==> src/rtl/serial_pkg.sv <==
// Shared types and line levels for the serial frame transmitter.
// The state encoding includes PARITY even when SERIAL_TX_PARITY_EN is undefined.
package serial_pkg;

  typedef enum logic [2:0] {
    IDLE   = 3'd0,
    START  = 3'd1,
    DATA   = 3'd2,
    PARITY = 3'd3,
    STOP   = 3'd4
  } tx_state_e;

  localparam logic LINE_IDLE  = 1'b1;
  localparam logic LINE_START = 1'b0;
  localparam logic LINE_STOP  = 1'b1;

endpackage

==> src/rtl/bit_timer.sv <==
// Bit-period timer: tick pulses on every CLKS_PER_BIT-th enabled cycle.
// With CLKS_PER_BIT=1 the counter never moves and tick simply follows enable.
module bit_timer #(
  parameter int CLKS_PER_BIT = 4
) (
  input  logic clk,
  input  logic reset,
  input  logic clear,
  input  logic enable,
  output logic tick
);

  localparam int CW = (CLKS_PER_BIT > 1) ? $clog2(CLKS_PER_BIT) : 1;
  localparam logic [CW-1:0] LAST = CW'(CLKS_PER_BIT - 1);

  logic [CW-1:0] count;

  assign tick = enable && (count == LAST);

  // NOTE: sequential state uses non-blocking assignments so every flop samples pre-edge values.
  always_ff @(posedge clk or negedge reset) begin
    if (!reset) begin
      count <= '0;
    end else if (clear) begin
      count <= '0;
    end else if (enable) begin
      count <= tick ? '0 : count + 1'b1;
    end
  end

endmodule

==> src/rtl/serial_tx.sv <==
// Parallel-in, serial-out frame transmitter: start, DATA_W data bits, stop.
// Define SERIAL_TX_PARITY_EN to insert an even-parity bit between data and stop.
module serial_tx
  import serial_pkg::*;
#(
  parameter int DATA_W       = 8,
  parameter int CLKS_PER_BIT = 4,
  parameter bit LSB_FIRST    = 1'b1
) (
  input  logic              clk,
  input  logic              reset,
  input  logic [DATA_W-1:0] tx_data,
  input  logic              tx_valid,
  output logic              tx_ready,
  output logic              ser_out,
  output logic              ser_out_b,
  output logic              busy,
  output logic              done
);

  localparam int IW = (DATA_W > 1) ? $clog2(DATA_W) : 1;
  localparam logic [IW-1:0] LAST_BIT = IW'(DATA_W - 1);

  tx_state_e         state;
  logic [DATA_W-1:0] shreg;
  logic [DATA_W-1:0] sh_next;
  logic [IW-1:0]     bit_idx;
  logic              tick;
  logic              accept;
`ifdef SERIAL_TX_PARITY_EN
  logic              parity_bit;
`endif

  function automatic logic first_bit(input logic [DATA_W-1:0] v);
    return LSB_FIRST ? v[0] : v[DATA_W-1];
  endfunction

  assign accept  = tx_valid && tx_ready;
  assign sh_next = LSB_FIRST ? (shreg >> 1) : (shreg << 1);

  bit_timer #(
    .CLKS_PER_BIT(CLKS_PER_BIT)
  ) u_bit_timer (
    .clk   (clk),
    .reset (reset),
    .clear (accept),
    .enable(busy),
    .tick  (tick)
  );

  // ser_out_b is written alongside ser_out everywhere so the pair can never skew.
  always_ff @(posedge clk or negedge reset) begin
    if (!reset) begin
      state      <= IDLE;
      shreg      <= '0;
      bit_idx    <= '0;
      ser_out    <= LINE_IDLE;
      ser_out_b  <= ~LINE_IDLE;
      tx_ready   <= 1'b1;
      busy       <= 1'b0;
      done       <= 1'b0;
`ifdef SERIAL_TX_PARITY_EN
      parity_bit <= 1'b0;
`endif
    end else begin
      done <= 1'b0;
      case (state)
        IDLE: begin
          if (accept) begin
            shreg      <= tx_data;
            bit_idx    <= '0;
            state      <= START;
            ser_out    <= LINE_START;
            ser_out_b  <= ~LINE_START;
            tx_ready   <= 1'b0;
            busy       <= 1'b1;
`ifdef SERIAL_TX_PARITY_EN
            parity_bit <= ^tx_data;
`endif
          end
        end
        START: begin
          if (tick) begin
            state     <= DATA;
            bit_idx   <= '0;
            ser_out   <= first_bit(shreg);
            ser_out_b <= ~first_bit(shreg);
          end
        end
        DATA: begin
          if (tick) begin
            if (bit_idx == LAST_BIT) begin
`ifdef SERIAL_TX_PARITY_EN
              state     <= PARITY;
              ser_out   <= parity_bit;
              ser_out_b <= ~parity_bit;
`else
              state     <= STOP;
              ser_out   <= LINE_STOP;
              ser_out_b <= ~LINE_STOP;
`endif
            end else begin
              bit_idx   <= bit_idx + 1'b1;
              shreg     <= sh_next;
              ser_out   <= first_bit(sh_next);
              ser_out_b <= ~first_bit(sh_next);
            end
          end
        end
`ifdef SERIAL_TX_PARITY_EN
        PARITY: begin
          if (tick) begin
            state     <= STOP;
            ser_out   <= LINE_STOP;
            ser_out_b <= ~LINE_STOP;
          end
        end
`endif
        STOP: begin
          if (tick) begin
            state     <= IDLE;
            ser_out   <= LINE_IDLE;
            ser_out_b <= ~LINE_IDLE;
            tx_ready  <= 1'b1;
            busy      <= 1'b0;
            done      <= 1'b1;
          end
        end
        default: begin
          state     <= IDLE;
          ser_out   <= LINE_IDLE;
          ser_out_b <= ~LINE_IDLE;
          tx_ready  <= 1'b1;
          busy      <= 1'b0;
        end
      endcase
    end
  end

endmodule

==> config.mk <==
export PLATFORM = sky130hd
export DESIGN_NAME = serial_tx
export DESIGN_NICKNAME = d
export VERILOG_FILES = /design/src/rtl/serial_pkg.sv /design/src/rtl/bit_timer.sv /design/src/rtl/serial_tx.sv
export SDC_FILE = /design/constraint.sdc
export NUM_CORES = 1
export LEC_CHECK = 0
export BUFFER_PORTS_ARGS = -buffer_cell sky130_fd_sc_hd__buf_2
export CORE_MARGIN = 1.5
export CORE_UTILIZATION = 35
export CTS_BUF_LIST = sky130_fd_sc_hd__clkbuf_8
export DETAILED_ROUTE_END_ITERATION = 16
export PLACE_DENSITY = 0.52
export SLEW_MARGIN = 25
export SYNTH_ARGS = -nofsm -noshare
export SYNTH_HDL_FRONTEND = slang
export SYNTH_SLANG_ARGS = --single-unit
==> constraint.sdc <==
create_clock -name clk -period 3.6 [get_ports clk]
set_clock_uncertainty 0.05 [all_clocks]
set_input_delay 0.54 -clock clk [delete_from_list [all_inputs] [get_ports clk]]
set_output_delay 0.54 -clock clk [all_outputs]
set_load 0.02 [all_outputs]
==> impl_results.md, run 1 <==
* CP cell instances: ha_1 > ha_1 > nand2b_1 > a221oi_4 > nor2_1 > a21oi_1
* Share of cells above drive strength 1 at 0.295
* Yosys cell types at 36
* Measured slew at the worst slew-check pin at around 0.70 ns
* # IOs at 16
* Post-synth EDFFs at 0
* Net count after synthesis at 125
* Clk_lat worst skew at 0.26 ns
* Core area at 0.00310 mm2
* TritonCTS clock tree: built
* Vias in the first global route at around 690
* Via density per instance at 4.85
* Post-synthesis area per instance at 10.5 um2
* DIE WIDTH at 60.8 um
* PortBufs at 15
* Yosys top cell by area: dfrtp_1
* WL per Instance at 11.8 um
* Total Routing Usage GR at 0.121
* Area of the mapped netlist at 0.00117 mm2
* Slowest Stage Delay on Critical Path at 0.65 ns
* Highest Clock Rate at a little under 500 MHz
* Final HPWL DP at 1410 um
* Pleak at 0.687 nW
* Num CTS Buffers at 3
* Slew Limit Fails at 0
* Crit-path slowest cell: a221oi_4
* # diodes at 0
* Sequential fraction of the synthesis area at 0.452
* RSZ-0062 raised after global routing: no
* Crit path kind: register to register
* R2R cell count at 6
* Global route overflow at 0
* Post-CTS Hold Fix Bufs at 0
* Critical Path Fanout Max at 15
* Buffer count from post-CTS setup fixing at 0
* Asr flop ratio synth at 1.00
* Post-route ant nets at 0
* Family with the most delay on the worst path: compound AO/OA/AOI/OAI gates
* CP Launch Type: register
* Final period util at 0.566
* Final setup violation count at 0
* Worst path depth at 6
* Commonest cells post-synth: 19 x dfrtp_1, 15 x a21oi_1, 10 x mux2i_1, 10 x nor2_1
* Hold Crit Class: primary input to asynchronous set/reset pin
* Final Hold Fails at 0
* CP Data Arrival Time at 2.17 ns
* Cell mode on critical path: ha_1
* Max transition margin at 0.534
* Residual DRC count at 0
* Initial Util at 0.377
* First-pass iteration count of the detailed router at 4
* PwrDens at 312 mW/mm2
* Die height at slightly above 60 um
* Area contributors post-synth: dfrtp_1 41%, mux2i_1 8.6%, a21oi_1 6.4%
* Post-CTS Resized at 0
* Most common cell in the netlist: dfrtp_1
* WL final at 1960 um
* Antenna violations before repair at 0
* Routed via count at 805
* Status: finished, final reports clean
* Setup TNS at 0 ns
* Worst Setup End Kind: register
* Layout area overhead at 10.1%
* H-Tree Depth at 1
* CP Data Required Time at 3.73 ns
* CP Buf/Inv Count at 0
* FP Rows at 20
* First-pass GRT wire length at 3280 um
* DRT iter0 DRCs at 35
* Fin crit period at between 2 and 2.5 ns
* Pre-CTS setup slack at 1.56 ns
* Nets at 137
* Pin count of the biggest net entering global routing at 22
* Max_cap viols at 0
* Gp weighted congestion at 0.747
* Main synth FF type: dfrtp_1
* Worst-path clk slew at 0.08 ns
* Mapped Cells at 111
* Sink Count at 21
* Die Area at 0.00369 mm2
* Yosys reg bits at 21
* Clk buf depth at 2
* CTS root buffer: clkbuf_8
* Synth top area share at 0.407
* Synth warn at 0
* Worst IR Drop VDD at 0.221 mV
* Worst setup margin at approximately 1.6 ns
[layer usage]
layer | track usage | up-vias | routed length [um]
li1 | - | 414 | -
met5 | 0 | - | 0
met2 | 0.183 | 8 | 901
met1 | 0.154 | 381 | 970
met3 | 0.0490 | 2 | 73
met4 | 0.0466 | 0 | 14
[path summary, 6_finish.rpt]
check	slack, ns	end	start
hold / removal	0.17	state[0]	reset
setup / recovery	1.56	shreg[2]	bit_idx[0]
setup reg to reg	1.56	shreg[2]	bit_idx[0]
hold reg to reg	0.47	bit_idx[1]	bit_idx[1]
min in group clk	0.47	bit_idx[1]	bit_idx[1]
max in group asynchronous	2.99	ser_out	reset
[cell type report]
type | instances | area (um2)
Clock buffer | 3 | 41.3
Clock inverter | 1 | 5.00
Fill cell | 319 | 1820
Inverter | 3 | 11.3
Multi-Input combinational cell | 79 | 571
Sequential cell | 21 | 528
Tap cell | 44 | 55.1
Timing Repair Buffer | 15 | 75.1
[per-stage QoR]
stage	power, mW	area, um2	hold slack, ns	instances	utilization
after global routing	0.426	1290	0.195	166	0.415
after global placement	0.254	1240	0.456	162	0.400
after detailed placement	0.254	1240	0.453	162	0.400
final	0.402	1290	0.167	166	0.415
after CTS	0.412	1290	0.184	166	0.415
after floorplan	0.243	1170	0.194	111	-
[power by group]
part	total, mW	leakage (nW)	internal (mW)	switching, mW
Sequential	0.236	0.276	0.236	0
Combinational	0.0131	0.386	0.00529	0.00784
Clock	0.153	0.0255	0.0770	0.0758
[sequential cells by signal, indices dropped and copies added, names as in the netlist]
name and flops:
state 3, shreg 8, tx_ready 1, ser_out 1
bit_idx 3, busy 1, done 1, u_bit_timer.count 2
ser_out_b 1
[cell usage in the layout, fill, tap and decap left out]
| cell | n |
|---|---|
| dfrtp_1 | 19 |
| a21oi_1 | 15 |
| buf_2 | 15 |
| nor2_1 | 10 |
| mux2i_1 | 10 |
| mux2_2 | 4 |
| nand2_1 | 4 |
| inv_1 | 3 |
| o21ai_0 | 3 |
| ha_1 | 3 |
| clkbuf_8 | 3 |
| nand2_2 | 2 |
| and3_1 | 2 |
| nand2b_1 | 2 |
| nand3_1 | 2 |
| nor2_2 | 2 |
| a21oi_2 | 2 |
| nor3_1 | 2 |
| nand3b_1 | 2 |
| dfstp_2 | 2 |
| nor4_1 | 1 |
| nand3b_4 | 1 |
| or2_4 | 1 |
| a221oi_4 | 1 |
| and2_0 | 1 |
| a2bb2oi_1 | 1 |
| o22a_1 | 1 |
| o22a_2 | 1 |
| xnor2_1 | 1 |
| o211ai_1 | 1 |
| o31ai_2 | 1 |
| nand4_1 | 1 |
| or3_1 | 1 |
| o22ai_1 | 1 |
| clkinv_2 | 1 |
[logic make-up after synthesis]
logic type / after synthesis / share of synthesized area
and+or+nand+nor: 34 / 0.164
AOI/OAI and AO/OA: 27 / 0.161
adders and majority gates: 3 / 0.0321
DFF: 21 / 0.452
buffers and inverters: 11 / 0.0600
xor gates and xnor gates: 1 / 0.00750
muxes: 14 / 0.124
(Power assumes the default switching activity.)
==> inputs of run 2 (changes only) <==
- ABC_AREA: default -> 1
- PLACE_DENSITY: 0.52 -> 0.54
- clock period: 3.6 -> 1.8 ns (I/O delays scaled with it)
==> run 2 against run 1 <==
Sequential share of layout area down 2.0 points. Utilization up 2.1 points. Global-route usage is 2.4 points higher. Area after synthesis up 0.11%. Maximum frequency up 34%. Count of clock-buffer cells in the layout stayed put. Worst hold slack better by 0.046 ns. Synthesized cell count grew 30%. Wire length rose by 11%. Register-to-register slack worse by 1.3 ns. Critical path type unchanged. Critical endpoint is now shreg[4]. Highest routed layer unchanged.
==> impl_results.md, run 2 <==
* Status: finished, final reports clean
* Post-synthesis area per instance at 8.12 um2 (-23%)
* Commonest cells post-synth: 38 x nand2_1, 19 x dfrtp_1, 17 x inv_1, 12 x nor2_1, 11 x o21ai_0
* PwrDens at 1860 mW/mm2 (+500%)
* Mapped Cells at 144 (+30%)
* WL per Instance at 10.5 um (-11%)
* Setup TNS at 0 ns (unchanged)
* Pleak at 0.739 nW (+7.6%)
* CTS root buffer: clkbuf_8
* Post-Layout Inst Area at 0.00135 mm2 (+5.1%)
* Asr flop ratio synth at 1.00 (unchanged)
* Antenna violations before repair at 0 (unchanged)
* First-pass GRT wire length at 3900 um (+19%)
* Post-synth EDFFs at 0 (unchanged)
* Max_cap viols at 0 (unchanged)
* CP Data Required Time at 1.95 ns (-1.78 ns)
* Residual DRC count at 0 (unchanged)
* Final setup violation count at 0 (unchanged)
* # IOs at 16 (unchanged)
* Max reg flops at 8 (unchanged)
* Biggest register: shreg
* Measured slew at the worst slew-check pin at 0.472 ns (-0.227 ns)
* Net count after synthesis at 158 (+26%)
* Worst Setup End Kind: register
* Total Routing Usage GR at 0.145 (+0.0240)
* Highest Clock Rate at 656 MHz (+34%)
* Crit path kind: register to register
* Via density per instance at 4.64 (-4.3%)
* Placed cells at 201 (+24%)
* PortBufs at 15 (unchanged)
* Clk_lat worst skew at 0.26 ns (about the same)
* Initial Util at 0.377 (+0.000403)
* Routed via count at 961 (+19%)
* Hold Crit Class: primary input to register
* Fill cell count at 335 (+5.0%)
* Global route overflow at 0 (unchanged)
* Max transition margin at 0.685 (+0.151)
* Area of the mapped netlist at 0.00117 mm2 (+0.11%)
* Area contributors post-synth: dfrtp_1 41%, nand2_1 12%, inv_1 5.5%
* Slew Limit Fails at 0 (unchanged)
* Sequential fraction of the synthesis area at 0.451 (-0.000483)
* Yosys cell types at 23 (-36%)
* Fin crit period at 1.52 ns (-0.512 ns)
* Post-CTS Resized at 0 (unchanged)
* Sink Count at 21 (unchanged)
* Synth warn at 0 (unchanged)
* Die Area at 0.00370 mm2 (about the same)
* FP Rows at 20 (unchanged)
* H-Tree Depth at 1 (unchanged)
* First-pass iteration count of the detailed router at 4 (unchanged)
* RSZ-0062 raised after global routing: no
* CP Launch Type: register
* Core area at 0.00310 mm2 (unchanged)
* Critical Path Fanout Max at 13 (-2)
* Share of cells above drive strength 1 at 0.258 (-0.0374)
* Main synth FF type: dfrtp_1
* TritonCTS clock tree: built
* Clk buf depth at 2 (unchanged)
* Layout area overhead at 15.5%
* Worst IR Drop VDD at 0.688 mV (+210%)
* DIE WIDTH at 60.8 um (about the same)
* Biggest regs: shreg (8), bit_idx (3), state (3)
* Pin count of the biggest net entering global routing at 22 (unchanged)
* Worst-path clk slew at 0.07 ns (about the same)
* Num CTS Buffers at 3 (unchanged)
* Final Util at 0.435 (+0.0210)
* # diodes at 0 (unchanged)
* Most common cell after layout, fill and taps aside: nand2_1
* DRT iter0 DRCs at 25 (-29%)
* Commonest cells after routing, fill and taps aside: 38 x nand2_1, 19 x dfrtp_1, 18 x inv_1
* Yosys top cell by area: dfrtp_1
* Cell Area, Placed at 0.00128 mm2 (+2.9%)
* Vias in the first global route at 869 (+26%)
* Most common cell in the netlist: nand2_1
* Gp weighted congestion at 0.765 (+2.4%)
* Die height at 60.8 um (about the same)
* Final period util at 0.847 (+0.281)
* WL final at 2170 um (+11%)
* Yosys reg bits at 21 (unchanged)
* Final Hold Fails at 0 (unchanged)
* Post-route ant nets at 0 (unchanged)
* Final HPWL DP at 1610 um (+14%)
* Synth top area share at 0.406 (-0.000435)
* Nets at 178 (+30%)
* CP Data Arrival Time at 1.67 ns (-0.50 ns)
* Finished Layout Cells at 207 (+25%)
run 2: cell types whose count changed in the layout (fill, tap and decap cells not counted), sizes merged, moves of 10 or more:
| cell | change |
|---|---|
| mux2i | -10 |
| inv | +17 |
| nand3 | +10 |
| nand2 | +40 |
| o21ai | +16 |
| a21oi | -17 |
run 2: final cells by class:
cell class,count,area [um2],area share
Sequential cell,21,528,0.391
Clock inverter,1,3.75,0.00278
Inverter,19,71.3,0.0528
Timing Repair Buffer,18,113,0.0833
Clock buffer,3,41.3,0.0306
Tap cell,44,55.1,0.0407
Multi-Input combinational cell,101,539,0.399
run 2: path summary, 6_finish.rpt:
kind / start / to / slack, ns / depth (start not counted)
setup / recovery: bit_idx[0] / shreg[4] / 0.28 / 8
hold / removal: tx_data[7] / shreg[7] / 0.21 / 3
setup reg to reg: bit_idx[0] / shreg[4] / 0.28 / 8
hold reg to reg: ser_out_b / ser_out_b / 0.42 / 2
max in group asynchronous: reset / tx_ready / 0.91 / 2
min in group asynchronous: reset / ser_out_b / 0.44 / 2
run 2: report_power, final:
part / switching [mW] / internal [mW]
Sequential: 0.142 / 0.706
Clock: 0.152 / 0.152
Combinational: 0.859 / 0.503
run 2: metrics by stage:
stage | power [mW] | setup WS (ns) | hold slack, ns
floorplan | 1.94 | 0.343 | -0.0756
global placement | 2.12 | 0.197 | 0.207
detailed placement | 2.16 | 0.154 | 0.212
CTS | 2.48 | 0.122 | 0.212
global route | 2.80 | 0.0994 | 0.217
finish | 2.52 | 0.276 | 0.214
run 2: what timing repair did:
item,CTS,global route
hold buffers,1,0
buffers inserted,0,1
endpoints found under the hold margin,19,0
endpoints found under the setup margin,0,5
run 2: per-layer routing:
metal,wire [um],global-route usage
met2,1050,0.232
met4,47,0.0839
met1,1010,0.183
met5,0,0
met3,71,0.0256
run 2: logic make-up after synthesis:
kind of cell / after synthesis / share of synthesized area
compound gates: 20 / 0.107
xor+xnor: 1 / 0.00749
fa+ha+maj: 3 / 0.0321
buf+inv: 22 / 0.0877
flops: 21 / 0.451
simple gates: 77 / 0.314
run 2: worst max-delay path, cell delays in order (launching register included):
cell     delay, ns
dfrtp_1       0.40
ha_1          0.21
ha_1          0.20
nand3_1       0.12
nand2_2       0.09
nor2_4        0.12
buf_12        0.15
nand2_1       0.07
o21ai_2       0.05
==> inputs of run 3 (changes only) <==
- clock period: 1.8 -> 1.3 ns (I/O delays scaled with it)
==> run 3 against run 2 <==
The run now ends with negative setup slack left. Clock power increased by 40%. Global-route usage rose by 1.1 points. Design area increased by 30%. Setup slack lost 0.43 ns. First-iteration DRC count did not move. Flip-flop and latch count unchanged. Power is 90% higher. Register-to-register slack worse by 0.43 ns. Die area is the same. Sequential power is 39% higher. Critical path depth decreased by 1. Highest routed layer unchanged.
==> impl_results.md, run 3 (synthesis gave the netlist of run 2 again) <==
* Status: finished, violations left
* Violated checks: negative setup slack
* Worst IR Drop VDD at 1.28 mV (+86%)
* Crit path kind: register to register
* PortBufs at 15 (unchanged)
* Highest Clock Rate at 687 MHz (+4.7%)
* WHS at 0.130 ns (-0.0837 ns)
* Initial Util at 0.377 (unchanged)
* Antenna violations before repair at 0 (unchanged)
* Clk buf depth at 2 (unchanged)
* Die Area at 0.00370 mm2 (unchanged)
* Critical Path Fanout Max at 4 (-9)
* Max_cap viols at 0 (unchanged)
* Layout area overhead at 50.5%
* Nets at 203 (+14%)
* Final Hold Fails at 0 (unchanged)
* Final HPWL DP at 1830 um (+14%)
* Final period util at 1.12 (+0.273)
* Total Routing Usage GR at 0.155 (+0.0107)
* Overall Power at 4.78 mW (+90%)
* Biggest register: shreg
* Pin count of the biggest net entering global routing at 22 (unchanged)
* Post-Layout Inst Area at 0.00176 mm2 (+30%)
* CTS root buffer: clkbuf_8
* Biggest regs: shreg (8), bit_idx (3), state (3)
* WL final at 2670 um (+23%)
* WL per Instance at 11.5 um (+9.5%)
* Max transition margin at 0.688 (+0.00263)
* Clk_lat worst skew at 0.27 ns (about the same)
* Share of cells above drive strength 1 at 0.489 (+0.232)
* Post-route ant nets at 0 (unchanged)
* Sink Count at 21 (unchanged)
* Measured slew at the worst slew-check pin at 0.468 ns (-0.00394 ns)
* # IOs at 16 (unchanged)
* First-pass iteration count of the detailed router at 4 (unchanged)
* TritonCTS clock tree: built
* Final setup violation count at 14 (+14)
* Most common cell after layout, fill and taps aside: nand2_1
* # diodes at 0 (unchanged)
* Fin crit period at 1.46 ns (-0.0685 ns)
* Core area at 0.00310 mm2 (unchanged)
* FP Rows at 20 (unchanged)
* Max reg flops at 8 (unchanged)
* Via density per instance at 4.67 (+0.64%)
* H-Tree Depth at 1 (unchanged)
* Crit-path slowest cell: dfrtp_1
* PwrDens at 2720 mW/mm2 (+46%)
* Worst setup margin at -0.156 ns (-0.431 ns)
* Worst Setup End Kind: register
* CP Launch Type: register
* Worst-path clk slew at 0.07 ns (about the same)
* RSZ-0062 raised after global routing: yes
* Cell Area, Placed at 0.00145 mm2 (+14%)
* Setup TNS at -1.36 ns (-1.36 ns)
* CP Data Arrival Time at 1.57 ns (-0.10 ns)
* Residual DRC count at 0 (unchanged)
* Pleak at 0.906 nW (+22%)
* Routed via count at 1084 (+13%)
* Pre-CTS setup slack at -0.237 ns (-0.391 ns)
* Slew Limit Fails at 0 (unchanged)
* Commonest cells after routing, fill and taps aside: 28 x nand2_1, 19 x buf_4, 17 x inv_1, 17 x dfrtp_1, 14 x buf_2
* DIE WIDTH at 60.8 um (unchanged)
* CP Data Required Time at 1.41 ns (-0.54 ns)
* Die height at 60.8 um (unchanged)
* Global route overflow at 0 (unchanged)
* Vias in the first global route at 990 (+14%)
* DRT iter0 DRCs at 25 (unchanged)
* Hold Crit Class: primary input to register
* Num CTS Buffers at 3 (unchanged)
* CP cell instances: ha_2 > ha_4 > nand3_4 > nand2_4 > nor2_4 > clkbuf_16 > o21ai_2
* First-pass GRT wire length at 4260 um (+9.2%)
* Gp weighted congestion at 0.857 (+12%)
* Slowest Stage Delay on Critical Path at 0.39 ns (about the same)
==> run 3: cell types whose count changed in the layout (fill, tap and decap cells not counted), sizes merged <==
cell,before,now
buf,17,41
clkbuf,3,4
==> run 3: path summary, 6_finish.rpt <==
path	cells past startpoint	startpoint	slack (ns)	end
setup / recovery	7	bit_idx[1]	-0.16	shreg[3]
max in group asynchronous	2	reset	0.50	tx_ready
setup reg to reg	7	bit_idx[1]	-0.16	shreg[3]
min in group asynchronous	2	reset	0.36	u_bit_timer.count[0]
hold reg to reg	2	ser_out_b	0.44	ser_out_b
hold / removal	3	tx_data[7]	0.13	shreg[7]
==> run 3: worst max-delay path, delay by kind of cell (launching register included) <==
kind            cells  cell delay [ns]
buf+inv             1             0.18
simple gates        3             0.31
fa+ha+maj           2             0.37
flops               1             0.39
compound gates      1             0.05
==> run 3: metal layers <==
| metal | GRT usage | wire (um) | up-vias |
|---|---|---|---|
| li1 | - | - | 549 |
| met1 | 0.188 | 1160 | 514 |
| met2 | 0.270 | 1390 | 18 |
| met3 | 0.0469 | 99 | 3 |
| met4 | 0.0373 | 17 | 0 |
| met5 | 0 | 0 | - |
==> run 3: final cells by class <==
| type | count | area (um2) |
|---|---|---|
| timing repair buffer | 43 | 364 |
| inverter | 19 | 78.8 |
| clock buffer | 3 | 41.3 |
| clock inverter | 1 | 3.75 |
| sequential | 21 | 531 |
| multi-input combinational | 101 | 687 |
| tap | 44 | 55.1 |
| fill | 292 | 1340 |
==> run 3: where the power goes <==
group | internal, mW | switching, mW | leakage, nW | total [mW]
Clock | 0.211 | 0.217 | 0.0269 | 0.428
Sequential | 0.985 | 0.193 | 0.261 | 1.18
Combinational | 1.49 | 1.69 | 0.618 | 3.18
==> run 3: repair_timing <==
item                                   CTS  global route
gates cloned                             0             1
endpoints found under the hold margin   19             0
hold buffers                             1             0
pin swaps                                6            15
setup endpoints to repair               19            19
setup buffers                            4             4
gates resized for setup                 22            20
==> run 3: metrics by stage <==
| stage | util | std cells |
|---|---|---|
| 4_1_cts | 0.525 | 227 |
| 2_1_floorplan | - | 144 |
| 6_report | 0.567 | 232 |
| 3_5_place_dp | 0.467 | 218 |
| 3_3_place_gp | 0.467 | 218 |
| 5_1_grt | 0.567 | 232 |
